## src/rtl/philo_monitor.sv

```systemverilog
// ---------------------------------------------------------------------------
// philo_monitor
//
// Passive observer for a ring of dining philosophers. Every clock it samples
// the packed state vector and checks three safety/liveness rules:
//   - no two ring neighbours EATING at the same time (mutex),
//   - every philosopher moves only along legal state transitions,
//   - no philosopher stays HUNGRY for WAIT_BOUND consecutive samples.
// It also counts entries into EATING (meals). All error flags are sticky
// until reset, and err_id_o remembers which philosopher caused the first one.
//
// Ports
//   clk_i         single clock, everything updates on the rising edge
//   reset_i       synchronous, active-high; clears all history
//   st_i          packed states, st_i[2i+1:2i] is philosopher i
//                 (THINKING=0 READING=1 EATING=2 HUNGRY=3)
//   mutex_err_o   sticky: two neighbours EATING together
//   trans_err_o   sticky: illegal transition seen
//   starve_err_o  sticky: a philosopher reached WAIT_BOUND HUNGRY samples
//   err_id_o      philosopher index that raised the first error
//   meal_cnt_o    number of entries into EATING, wraps mod 2^MEAL_W
// ---------------------------------------------------------------------------
module philo_monitor #(
    parameter int N          = 4,
    parameter int WAIT_BOUND = 15,
    parameter int WAIT_W     = 4,
    parameter int MEAL_W     = 8
) (
    input  logic                 clk_i,
    input  logic                 reset_i,
    input  logic [2*N-1:0]       st_i,
    output logic                 mutex_err_o,
    output logic                 trans_err_o,
    output logic                 starve_err_o,
    output logic [$clog2(N)-1:0] err_id_o,
    output logic [MEAL_W-1:0]    meal_cnt_o
);

    localparam int ID_W = $clog2(N);
    localparam logic [WAIT_W-1:0] WAIT_MAX = '1;
    localparam logic [WAIT_W-1:0] BOUND    = WAIT_W'(WAIT_BOUND);

    typedef enum logic [1:0] {
        THINKING = 2'd0,
        READING  = 2'd1,
        EATING   = 2'd2,
        HUNGRY   = 2'd3
    } philState_e;

    logic [2*N-1:0]    prevSt_q;
    logic              prevValid_q;
    logic [WAIT_W-1:0] waitCnt_q [N];
    logic [WAIT_W-1:0] waitCnt_d [N];
    logic              mutexErr_q, mutexErr_d;
    logic              transErr_q, transErr_d;
    logic              starveErr_q, starveErr_d;
    logic [ID_W-1:0]   errId_q, errId_d;
    logic [MEAL_W-1:0] mealCnt_q, mealCnt_d;

    logic [N-1:0]      mutexHit;
    logic [N-1:0]      transHit;
    logic [N-1:0]      starveHit;
    logic [MEAL_W-1:0] mealAdd;

    // Legal moves: the four states form a cycle R->T->H->E->T, and each
    // state may also hold; THINKING may additionally go back to READING.
    function automatic logic isLegal(philState_e p, philState_e c);
        logic ok;
        case (p)
            READING:  ok = (c == READING)  || (c == THINKING);
            THINKING: ok = (c == THINKING) || (c == READING) || (c == HUNGRY);
            EATING:   ok = (c == EATING)   || (c == THINKING);
            HUNGRY:   ok = (c == HUNGRY)   || (c == EATING);
            default:  ok = 1'b0;
        endcase
        return ok;
    endfunction

    // Per-philosopher rule evaluation on the current sample, then merging
    // of the hits into the sticky flags, first-error id and meal count.
    always_comb begin
        philState_e cur;
        philState_e nxt;
        philState_e prv;
        cur       = THINKING;
        nxt       = THINKING;
        prv       = THINKING;
        mutexHit  = '0;
        transHit  = '0;
        starveHit = '0;
        mealAdd   = '0;
        for (int i = 0; i < N; i++) begin
            cur = philState_e'(st_i[2*i +: 2]);
            nxt = philState_e'(st_i[2*((i+1)%N) +: 2]);
            prv = philState_e'(prevSt_q[2*i +: 2]);

            // Pair (i, i+1); the wrap pair (N-1, 0) is reported by N-1.
            mutexHit[i] = (cur == EATING) && (nxt == EATING);
            transHit[i] = prevValid_q && !isLegal(prv, cur);

            if (cur == HUNGRY) begin
                waitCnt_d[i] = (waitCnt_q[i] == WAIT_MAX) ? WAIT_MAX
                                                          : waitCnt_q[i] + WAIT_W'(1);
            end else begin
                waitCnt_d[i] = '0;
            end
            starveHit[i] = (waitCnt_d[i] == BOUND);

            if ((cur == EATING) && (!prevValid_q || (prv != EATING))) begin
                mealAdd = mealAdd + MEAL_W'(1);
            end
        end

        mutexErr_d  = mutexErr_q  | (|mutexHit);
        transErr_d  = transErr_q  | (|transHit);
        starveErr_d = starveErr_q | (|starveHit);
        mealCnt_d   = mealCnt_q + mealAdd;

        // Only the very first error event names a philosopher; scanning
        // downwards lets the lowest index win within the chosen class.
        errId_d = errId_q;
        if (!(mutexErr_q || transErr_q || starveErr_q)) begin
            if (|mutexHit) begin
                for (int i = N-1; i >= 0; i--) begin
                    if (mutexHit[i]) errId_d = ID_W'(i);
                end
            end else if (|transHit) begin
                for (int i = N-1; i >= 0; i--) begin
                    if (transHit[i]) errId_d = ID_W'(i);
                end
            end else if (|starveHit) begin
                for (int i = N-1; i >= 0; i--) begin
                    if (starveHit[i]) errId_d = ID_W'(i);
                end
            end
        end
    end

    // State register. Reset wipes all history, including the previous
    // sample, so the first sample afterwards is never transition-checked.
    always_ff @(posedge clk_i) begin
        if (reset_i) begin
            prevSt_q    <= '0;
            prevValid_q <= 1'b0;
            mutexErr_q  <= 1'b0;
            transErr_q  <= 1'b0;
            starveErr_q <= 1'b0;
            errId_q     <= '0;
            mealCnt_q   <= '0;
            for (int i = 0; i < N; i++) waitCnt_q[i] <= '0;
        end else begin
            prevSt_q    <= st_i;
            prevValid_q <= 1'b1;
            mutexErr_q  <= mutexErr_d;
            transErr_q  <= transErr_d;
            starveErr_q <= starveErr_d;
            errId_q     <= errId_d;
            mealCnt_q   <= mealCnt_d;
            for (int i = 0; i < N; i++) waitCnt_q[i] <= waitCnt_d[i];
        end
    end

    assign mutex_err_o  = mutexErr_q;
    assign trans_err_o  = transErr_q;
    assign starve_err_o = starveErr_q;
    assign err_id_o     = errId_q;
    assign meal_cnt_o   = mealCnt_q;

endmodule
```

## config.mk

```make
export PLATFORM = sky130hd
export DESIGN_NAME = philo_monitor
export DESIGN_NICKNAME = d
export VERILOG_FILES = /design/src/rtl/philo_monitor.sv
export SDC_FILE = /design/constraint.sdc
export NUM_CORES = 1
export LEC_CHECK = 0
export CAP_MARGIN = 25
export CORE_UTILIZATION = 51
export CTS_CLUSTER_SIZE = 8
export DETAILED_ROUTE_END_ITERATION = 6
export PLACE_DENSITY = 0.76
export SYNTH_ARGS = -nofsm -noshare
export SYNTH_HDL_FRONTEND = slang
export SYNTH_SLANG_ARGS = --single-unit
```

## constraint.sdc

```tcl
create_clock -name clk_i -period 3 [get_ports clk_i]
set_input_delay 0.45 -clock clk_i [delete_from_list [all_inputs] [get_ports clk_i]]
set_output_delay 0.45 -clock clk_i [all_outputs]
set_load 0.02 [all_outputs]
```

==> results.cfg <==
[timing]
achievable-frequency_mhz = 353
finalHoldViolCount = 0
finalMaxSlewViolations = 0
setup_viol = 0
setup_ws_ns = 0.164
fin_tns_setup_ns = 0
finalWorstPathRequiredPeriod_ns = 2.84
final.period_utilization_pct = 94.5
clock_skew_after_layout_ns = 0.0100

[final_layout]
stdcell_count = 361
num_antenna_cells = 0
leading_cell_type_in_the_layout_fill_and_taps_excluded = dfxtp_1
register_area_um2 = 763
drive_above_1_share_pct = 17.7
nNetsFinal = 347
most-common-layout-cells = dfxtp_1, inv_1, buf_4
n_fill_cell = 344
multi_input_comb_area_um2 = 1370
final_core_util_pct = 69.1
area.growth.synth_to_final_pct = 28.5

[power_and_ir_drop]
ir_worst_vdd_mv = 0.361
finalPower_w = 0.00117
total_leakage_power_nw = 1.18
cellPowerDensity_nw_per_um2 = 421

[clock_network]
clockBufferDepth = 2
tritoncts = built
cts-htree-levels = 2
clk_pin_slew_worst_paths_ns = 0.08
numClockSinks = 38
cts_root_buf = clkbuf_8
cts_buffers = 5
clk-insertion-delay-late_ns = 0.30
number_of_buffers_inserted_for_hold_repair_after_clock_tree_synthesis = 0

[setup_path]
reg2regPathDepth = 16
rr_endpoint = meal_cnt_o[7]
crit_path_max_incr_delay_ns = 0.33
worst_path_max_delay_cell = dfxtp_1
required_ns = 3.18
cp.arrival_ns = 3.01
worst-setup-path-type = flop to flop
worstPathMaxFanout = 3
worst_setup_path_start_kind = flop
regToRegStartpoint = prevSt_q[0]
setup.reg_to_reg.worst_slack_ns = 0.16
worst-path-buf-inv = 1
worst_setup_path_end_kind = flop
cp_cell_sequence = inv_1, ha_2, a21oi_4, ha_4, xnor2_2, ha_1, nand2_1, nand2_1, ha_1, a21o_1, a21oi_2, nor2b_1, o21a_1, nand3_2, xor2_1, nor2_1
cp_top_family = adder cells

[synth]
synthesis.area_per_instance_um2 = 8.30
synth-warning-count = 0
synthesized_area_um2 = 2170
synth_cells = 261
synth.net_count = 297
yosysUniqueCellTypes = 39
number_of_flops_mapped_to_enable_cells_by_yosys = 0
ys_seq_elements = 38
synthArstFlopShare_pct = 0
ys.flop_type = dfxtp_1
synth.yosys.seq_area_share_pct = 35.1

[global_route]
antenna_found_initial = 0
grt_pass1_vias = 1725
grtUsageTotal_pct = 21.3
grt_overflow_total = 0
maximum_number_of_pins_on_one_net_before_global_route_repair = 13
wire_length_of_the_first_global_routing_pass_mm = 7.13

[die]
die_h_um = 67.2
row_count = 23
die_w_um = 67.2
die_area_um2 = 4510
core_area_um2 = 4030
start_util_pct = 53.8
ios = 23

[hold_path]
timing.hold.worst.class = flop to flop
worst_hold_path.endpoint = starve_err_o
min-delay-start = starve_err_o
hold_depth = 2

[placed_design]
portBuffers = 22
gp_congestion = 0.796
hpwlAfterDp_mm = 3.16
pre_cts_ws_ns = -0.498
post-place-cells = 352

[flow_run]
maxCapViolations = 0

[routing]
number_of_detailed_route_iterations_in_the_first_pass = 4
wirelength_mm = 4.30
routed_via_density = 5.16
first_iter_violations = 58
drtAntennaViolNets = 0
wire_per_inst_um = 11.9
post-route-drc-count = 0
vias = 1863

[outcome]
status = finished clean
[Yosys cell counts (2+ instances only)]
master,number,area share [%]
nand3_1,10,2.3
maj3_1,2,0.92
xnor2_1,5,2.0
o21ai_1,2,0.46
o21ai_0,5,1.2
xor2_1,2,0.81
ha_1,25,14
a211oi_1,3,1.0
a311oi_2,2,1.4
nand4_1,4,1.2
o22ai_1,4,1.2
nor3b_1,4,1.4
nor2_1,22,3.8
nor2b_1,19,5.5
o2111ai_1,3,1.2
nand2b_1,8,2.3
nor3_1,9,2.1
a31oi_1,5,1.4
nand2_1,26,4.5
inv_1,27,4.7
dfxtp_1,38,35
a21oi_1,19,4.4
[timing repair]
action | CTS | global route
pin swaps | 3 | 8
setup endpoints to repair | 4 | 5
buffers inserted | 1 | 1
resized for setup | 11 | 15
hold endpoints to repair | 0 | 0
[state kept, by name, indices dropped and copies added, names as in the netlist]
name and count:
waitCnt_q 16, meal_cnt_o 8, prevSt_q 8, err_id_o 2, mutex_err_o 1, prevValid_q 1, starve_err_o 1, trans_err_o 1
[per-stage QoR]
stage	cell area, µm²	hold WS (ns)
2_1_floorplan	2170	0.463
3_3_place_gp	2600	0.454
3_5_place_dp	2600	0.454
4_1_cts	2740	0.465
5_1_grt	2780	0.490
6_report	2780	0.464
[logic make-up after synthesis]
group                    count (synthesis)  share of synthesized area (%)
AO/OA/AOI/OAI                           50                           15.2
flip-flops                              38                           35.1
buffers and inverters                   30                           5.26
multiplexers                             2                          0.982
adder cells (fa/ha/maj)                 28                           16.3
other                                    1                          0.173
AND/OR/NAND/NOR                        105                           24.1
XOR/XNOR                                 7                           2.83
[layout make-up]
type / count / share of cell area, %
clock inverter: 2 / 0.360
sequential: 38 / 27.4
tap: 50 / 2.25
clock buffer: 5 / 2.47
inverter: 27 / 3.64
timing repair buffer: 46 / 14.6
multi-input combinational: 193 / 49.2
[power breakdown]
group	switching (W)	total (W)	internal [W]	leakage, nW
logic	0.000141	0.000285	0.000144	0.820
registers	0.0000229	0.000558	0.000535	0.312
clock network	0.000174	0.000329	0.000156	0.0438
total	0.000338	0.00117	0.000835	1.18
[worst reg2reg max path, stage by stage (launching register included)]
cell     delay, ns
dfxtp_1       0.33
inv_1         0.05
ha_2          0.20
a21oi_4       0.18
ha_4          0.24
xnor2_2       0.14
ha_1          0.31
nand2_1       0.07
nand2_1       0.07
ha_1          0.27
a21o_1        0.17
a21oi_2       0.14
nor2b_1       0.08
o21a_1        0.22
nand3_2       0.08
xor2_1        0.14
nor2_1        0.05
[worst max path at each step]
stage / slack, ns / cells past startpoint / endpoint / start
after floorplan: 0.03 / 16 / meal_cnt_o[7] / st_i[3]
after global placement: -0.42 / 16 / meal_cnt_o[7] / st_i[0]
after detailed placement: -0.50 / 16 / meal_cnt_o[7] / st_i[0]
after CTS: 0.002 / 17 / meal_cnt_o[7] / st_i[3]
after global routing: -0.03 / 20 / meal_cnt_o[7] / prevSt_q[2]
final: 0.16 / 16 / meal_cnt_o[7] / prevSt_q[0]
[layer usage]
layer	track usage, %	routed length (µm)
met5	0	0
met4	9.84	80
met3	6.08	139
met2	36.3	2100
met1	24.5	1980
No activity file was read; power rests on OpenSTA's default activity.
